**src/rtl/int_block_multiplier.sv**
```systemverilog
// Integer DIM x DIM block multiplier: captures A and B via strobes, computes C = A x B
// with one shared MAC (k innermost, then n, then m), and holds C until acknowledged.
module int_block_multiplier #(
    parameter int WIDTH = 32,
    parameter int DIM   = 4
) (
    input  logic                     clk,
    input  logic                     reset,
    input  logic                     A_stb,
    input  logic                     B_stb,
    input  logic [WIDTH*DIM*DIM-1:0] A,
    input  logic [WIDTH*DIM*DIM-1:0] B,
    input  logic                     result_ack,
    output logic                     result_ready,
    output logic [WIDTH*DIM*DIM-1:0] result,
    output logic                     busy
);
    localparam int IDX_W = (DIM > 1) ? $clog2(DIM) : 1;
    localparam logic [IDX_W-1:0] LAST = IDX_W'(DIM - 1);
    localparam logic [IDX_W-1:0] ONE  = IDX_W'(1);

    typedef enum logic [1:0] {S_IDLE, S_CALC, S_DONE} state_t;

    state_t                   state_reg;
    logic [WIDTH*DIM*DIM-1:0] a_reg;
    logic [WIDTH*DIM*DIM-1:0] b_reg;
    logic                     a_got_reg;
    logic                     b_got_reg;
    logic [WIDTH-1:0]         acc_reg;
    logic [IDX_W-1:0]         m_reg;
    logic [IDX_W-1:0]         n_reg;
    logic [IDX_W-1:0]         k_reg;
    logic                     result_ready_reg;
    logic [WIDTH-1:0]         res_reg [DIM][DIM];

    logic [WIDTH-1:0]         a_elem [DIM][DIM];
    logic [WIDTH-1:0]         b_elem [DIM][DIM];
    logic [WIDTH-1:0]         a_op;
    logic [WIDTH-1:0]         b_op;
    logic [WIDTH-1:0]         prod_lo;
    logic [WIDTH-1:0]         mac_sum;

    generate
        for (genvar gi = 0; gi < DIM * DIM; gi++) begin : g_elem
            assign a_elem[gi / DIM][gi % DIM]   = a_reg[gi*WIDTH +: WIDTH];
            assign b_elem[gi / DIM][gi % DIM]   = b_reg[gi*WIDTH +: WIDTH];
            assign result[gi*WIDTH +: WIDTH]    = res_reg[gi / DIM][gi % DIM];
        end
    endgenerate

    // The low WIDTH bits of a two's-complement product do not depend on operand
    // signedness, so a WIDTH-wide multiply gives the truncated signed result directly.
    assign a_op    = a_elem[m_reg][k_reg];
    assign b_op    = b_elem[k_reg][n_reg];
    assign prod_lo = a_op * b_op;
    assign mac_sum = acc_reg + prod_lo;

    assign result_ready = result_ready_reg;
    assign busy         = (state_reg != S_IDLE);

    always_ff @(posedge clk or negedge reset) begin
        if (!reset) begin
            state_reg        <= S_IDLE;
            a_reg            <= '0;
            b_reg            <= '0;
            a_got_reg        <= 1'b0;
            b_got_reg        <= 1'b0;
            acc_reg          <= '0;
            m_reg            <= '0;
            n_reg            <= '0;
            k_reg            <= '0;
            result_ready_reg <= 1'b0;
            for (int i = 0; i < DIM; i++) begin
                for (int j = 0; j < DIM; j++) begin
                    res_reg[i][j] <= '0;
                end
            end
        end else begin
            case (state_reg)
                S_IDLE: begin
                    if (A_stb && !a_got_reg) begin
                        a_reg     <= A;
                        a_got_reg <= 1'b1;
                    end
                    if (B_stb && !b_got_reg) begin
                        b_reg     <= B;
                        b_got_reg <= 1'b1;
                    end
                    if ((a_got_reg || A_stb) && (b_got_reg || B_stb)) begin
                        state_reg <= S_CALC;
                        acc_reg   <= '0;
                        m_reg     <= '0;
                        n_reg     <= '0;
                        k_reg     <= '0;
                    end
                end
                S_CALC: begin
                    if (k_reg == LAST) begin
                        res_reg[m_reg][n_reg] <= mac_sum;
                        acc_reg               <= '0;
                        k_reg                 <= '0;
                        if (n_reg == LAST) begin
                            n_reg <= '0;
                            if (m_reg == LAST) begin
                                result_ready_reg <= 1'b1;
                                state_reg        <= S_DONE;
                            end else begin
                                m_reg <= m_reg + ONE;
                            end
                        end else begin
                            n_reg <= n_reg + ONE;
                        end
                    end else begin
                        acc_reg <= mac_sum;
                        k_reg   <= k_reg + ONE;
                    end
                end
                S_DONE: begin
                    if (result_ack) begin
                        result_ready_reg <= 1'b0;
                        a_got_reg        <= 1'b0;
                        b_got_reg        <= 1'b0;
                        state_reg        <= S_IDLE;
                    end
                end
                default: state_reg <= S_IDLE;
            endcase
        end
    end
endmodule

```
**config.mk**
```make
export PLATFORM = sky130hd
export DESIGN_NAME = int_block_multiplier
export DESIGN_NICKNAME = d
export VERILOG_FILES = /design/src/rtl/int_block_multiplier.sv
export SDC_FILE = /design/constraint.sdc
export NUM_CORES = 2
export LEC_CHECK = 0
export BUFFER_PORTS_ARGS = -buffer_cell sky130_fd_sc_hd__buf_4
export CAP_MARGIN = 20
export CORE_AREA = 2 2 602 604
export CTS_CLUSTER_SIZE = 10
export DETAILED_ROUTE_END_ITERATION = 10
export DIE_AREA = 0 0 604 606
export PLACE_DENSITY_LB_ADDON = 0.08
export SLEW_MARGIN = 20
export SYNTH_ARGS = -nofsm -noshare
export SYNTH_HDL_FRONTEND = slang
export SYNTH_SLANG_ARGS = --single-unit
export TNS_END_PERCENT = 100
```
**constraint.sdc**
```tcl
create_clock -name clk -period 8.66 [get_ports clk]
set_clock_uncertainty 0.1 [all_clocks]
set_input_delay 0.866 -clock clk [delete_from_list [all_inputs] [get_ports clk]]
set_output_delay 0.866 -clock clk [all_outputs]
set_load 0.05 [all_outputs]
```
# After elaboration in Yosys (flattened, before gate mapping)
# Cells that the tools add are included.
# word_totals
in_bits,1029
register_bits,1579
output_inout_bits,514
elab_cells,121
# op_classes
n_reduce_logical,24
order_cmp,5
add_sub_neg,4
bitwise_logic,3
n_mux,45
eq_ne,13
mul,1
# ops
op,count
two-way mux 128 bit,5
binary-select mux 128 bit (select 2 bit),2
bitwise mux 512 bit,1
demux 128 bit (select 2 bit),1
two-way mux 32 bit,7
binary-select mux 32 bit (select 2 bit),2
demux 32 bit (select 2 bit),1
one-hot mux 32 bit (2 select lines),1
adder 32 bit,1
multiplier 32 x 32 -> 32 bit,1
two-way mux 2 bit,12
"inequality test 2 bit, second input constant",8
AND reduction 5 bit,3
one-hot mux 2 bit (2 select lines),3
">= comparator 3 bit, second input constant",3
NOT 2 -> 3 bit,3
AND reduction 3 bit,3
"equality test 2 bit, second input constant",4
AND reduction 2 bit,4
nonzero test 2 bit,4
"adder 2 x 1 -> 2 bit, second input constant",3
"< comparator 3 x 1 -> 1 bit, second input constant",2
two-way mux 1 bit,6
one-hot mux 1 bit (2 select lines),3
other kinds (6),12

# Longest topological paths before layout
# depth
ltp_word,11
mapped_depth,41
depth_no_buf,32

# Least setup slack after synthesis
# Ideal clock, no wire load.
# synth_timing
path_kind,register to register
from,register m_reg[0]
to,register res_reg (netlist bit result[31])
synth_period_minus_slack_ps,9355
setup_ps,125
required_ps,8435
arrival_time_ps,9130
path_stages_with_launch,40
n_path_buf,9
path_slack_ps,-695
path_cell_list,dfrtp_1 -> buf_6 -> buf_12 -> buf_12 -> buf_12 -> buf_8 -> buf_8 -> buf_6 -> mux4_2 -> nand2_1 -> nand2_1 -> o21ai_0 -> clkbuf_1 -> nor2_1 -> fa_1 -> inv_1 -> fa_1 -> inv_1 -> [4 not listed] -> fa_1 -> fa_1 -> fa_1 -> inv_1 -> fa_1 -> inv_1 -> ha_1 -> a21o_1 -> a21o_1 -> a21o_1 -> a21o_1 -> a21oi_1 -> o31ai_1 -> a21o_1 -> a21oi_1 -> xor2_4 -> buf_6 -> mux2_2
# synth_via
elab_chain_cells,10
word_cells_on_any_way,15
cone_classes,add/sub (1); mul (1); order compare (2); mux (9); bitwise (1); reduce/logical (1)
# synth_lines
element,line,source
start: declaration,30,logic [IDX_W-1:0] m_reg;
start signal: assignment,108,m_reg <= m_reg + ONE;
NOT 2 -> 3 bit (not written as such) *,"53, 99",
binary-select mux 128 bit (select 2 bit),53,assign a_op = a_elem[m_reg][k_reg];
two-way mux 128 bit (not written as such) (2 in a row),53,
binary-select mux 32 bit (select 2 bit),53,
two-way mux 32 bit (not written as such) (2 in a row),53,
multiplier 32 x 32 -> 32 bit,55,assign prod_lo = a_op * b_op;
adder 32 bit,56,assign mac_sum = acc_reg + prod_lo;
bitwise mux 512 bit *,99,res_reg[m_reg][n_reg] <= mac_sum;
end signal: indexed assignment,99,
end: declaration,34,logic [WIDTH-1:0] res_reg [DIM][DIM];
# Mark *: on every way between the ends. The rest lies on a longest branch, timed or not. The select of a mux whose other input is x is not followed.
# A chain may end at the register's enable or synchronous reset.

# Final worst setup path
# layout_timing
from,register m_reg[0]
to,register res_reg (netlist bit result[479])
# Same word-level chain as after synthesis.

==> reports/results.ini <==
[logic_synthesis]
synth-seq-cells = 1579
synth_top_area_share_pct = 47.6
synth_fp_nets = 8005
ys_warn_count = 0
yosysTopAreaCell = dfrtp_1
synthTopCellsByCount = dfrtp_1, mux2_2, nand2_1
synth_edf_count = 0
synth_ff_type = dfrtp_1
synthArstFlopShare_pct = 100
yosysMostFrequentCell = dfrtp_1
ys_types = 67
syn-mean-instance-area_um2 = 13.0
syn_area_um2 = 82900
syn_inst = 6405
ys_seq_area_share_pct = 47.6
netlist_top_cells_area = dfrtp_1, mux2_2, fa_1

[global_route]
grt_pass1_vias = 62100
grt_max_degree = 160
grt_overflow = 0
grt_use_total_pct = 19.5
antenna_found_initial = 160
grt_pass1_wl_um = 506000

[placement]
io_buffers = 1542
gp_congestion = 0.818
place_ws_ns = -0.888
hpwl_um = 286000

[status]
outcome = finished, violations left
failed_checks = negative setup slack

[sta]
fin_crit_ns = 8.86
setup_viol = 55
rsz0062_at_grt = true
fmax_mhz = 113
finalMaxSlewViolations = 0
period_share_pct = 102
max-slew-margin-rel_pct = 20.6
fin_tns_setup_ns = -5.50
whs_ns = 0.0952
worst_slew_pin_slew_ns = 1.19
setup_ws_ns = -0.202
hold_violations = 0

[worst_setup_path]
path_common_cell = fa_1
required_ns = 9.32
worstPathArrival_ns = 9.52
worst_setup_path_end_kind = flop
critPathSlowestCell = fa_1
start_kind = flop
path_class = reg -> reg
critical_path.max_fanout = 17
slowest_delay_ns = 0.57

[drt]
post_drt_via_cell_ratio = 4.34
drcViolationCount = 0
ant_nets = 0
firstDrtPassIters = 7
dr.first_iter.drc_count = 3020
wl_um = 367000
vias = 57800
wl_per_cell_um = 27.5

[floorplan]
dieArea_um2 = 366000
fp.dieH_um = 606
start_util_pct = 23.0
dieWidth_um = 604
core.rowCount = 221
core_area_um2 = 360000
num_io_pins = 1543

[cts]
root_buffer = clkbuf_16
clock-sinks = 1579
cts.clk_slew.worst_paths_ns = 0.06
cts_tree = built
cts-htree-levels = 4
clk_path_buf_depth = 4
cts_buffers = 203
clock_latency_ns = 0.90

[min_path]
hold_class = in -> reg

[final_layout]
drive_above_1_share_pct = 48.5
area_growth_pct = 36.4
final_nets = 9947
utilization_pct = 31.4

[flow_run]
maxCapViolations = 0

## layer usage
metal	share of wire (%)	vias up	global-route usage (%)	routed length [um]
li1	-	25700	-	-
met1	39	30100	22.8	143000
met2	52	1424	35.6	191000
met3	5.9	531	4.68	21500
met4	2.8	96	5.09	10300
met5	0.16	-	0	604
## stage by stage
step	std cells	area, um^2
after floorplan	6405	83200
after global placement	12900	105000
after detailed placement	12900	105000
after CTS	13200	112000
after global routing	13300	113000
final	13300	113000
## worst paths after layout
check | startpoint | endpoint | depth (start not counted) | slack, ns
setup / recovery | m_reg[0] | result[479] | 31 | -0.20
hold / removal | B[214] | b_reg[214] | 2 | 0.1
setup reg to reg | m_reg[0] | result[479] | 31 | -0.20
hold reg to reg | result[96] | result[96] | 2 | 0.37
max in group asynchronous | reset | b_reg[203] | 5 | 5.71
min in group asynchronous | reset | b_reg[68] | 2 | 0.49
## layout make-up
class	count	area [um^2]
clock inverters	39	558
repair buffers	2150	18200
well taps	4794	6000
diodes	54	135
multi-input cells	3880	40800
fillers	36800	247000
clock buffers	297	5830
inverters	533	2010
flip-flops and latches	1579	39500
## placed cells by master, fill, tap and decap left out, drive strengths merged, types with 61 or more instances in the layout
cell type  count
buf         2139
clkbuf       305
dfrtp       1579
fa           438
ha           133
inv          534
mux2        1173
mux4         275
nand2        680
nand2b        61
nor2         232
o21ai        394
## kinds of logic (layout without fill, tap and decap cells)
logic type	after synthesis	count (layout)	synth area share [%]
other cells	0	54	0
xor+xnor	78	78	0.990
buf+inv	946	3019	4.74
mux	1493	1493	24.0
flops	1579	1579	47.6
compound gates	574	574	4.05
simple gates	1164	1164	5.97
fa+ha+maj	571	571	12.6
## worst max-delay path, delay by kind of cell, from the launching register on
kind,cells,cell delay [ns]
adders and majority gates,8,3.83
buffers and inverters,9,1.09
DFF,1,0.52
muxes,2,0.71
AOI/OAI and AO/OA,2,0.59
xor gates and xnor gates,9,1.79
and+or+nand+nor,1,0.06
## timing repair
item | in CTS | in global routing
pin swaps | 6 | 36
buffers inserted | 13 | 41
hold endpoints to repair | 83 | 0
setup endpoints to repair | 306 | 295
resized for setup | 29 | 206
cloned | 0 | 8
hold buffers | 3 | 0
Power is not shown: default switching activity piles up to over one toggle a cycle in this logic, so the estimate is an artifact.
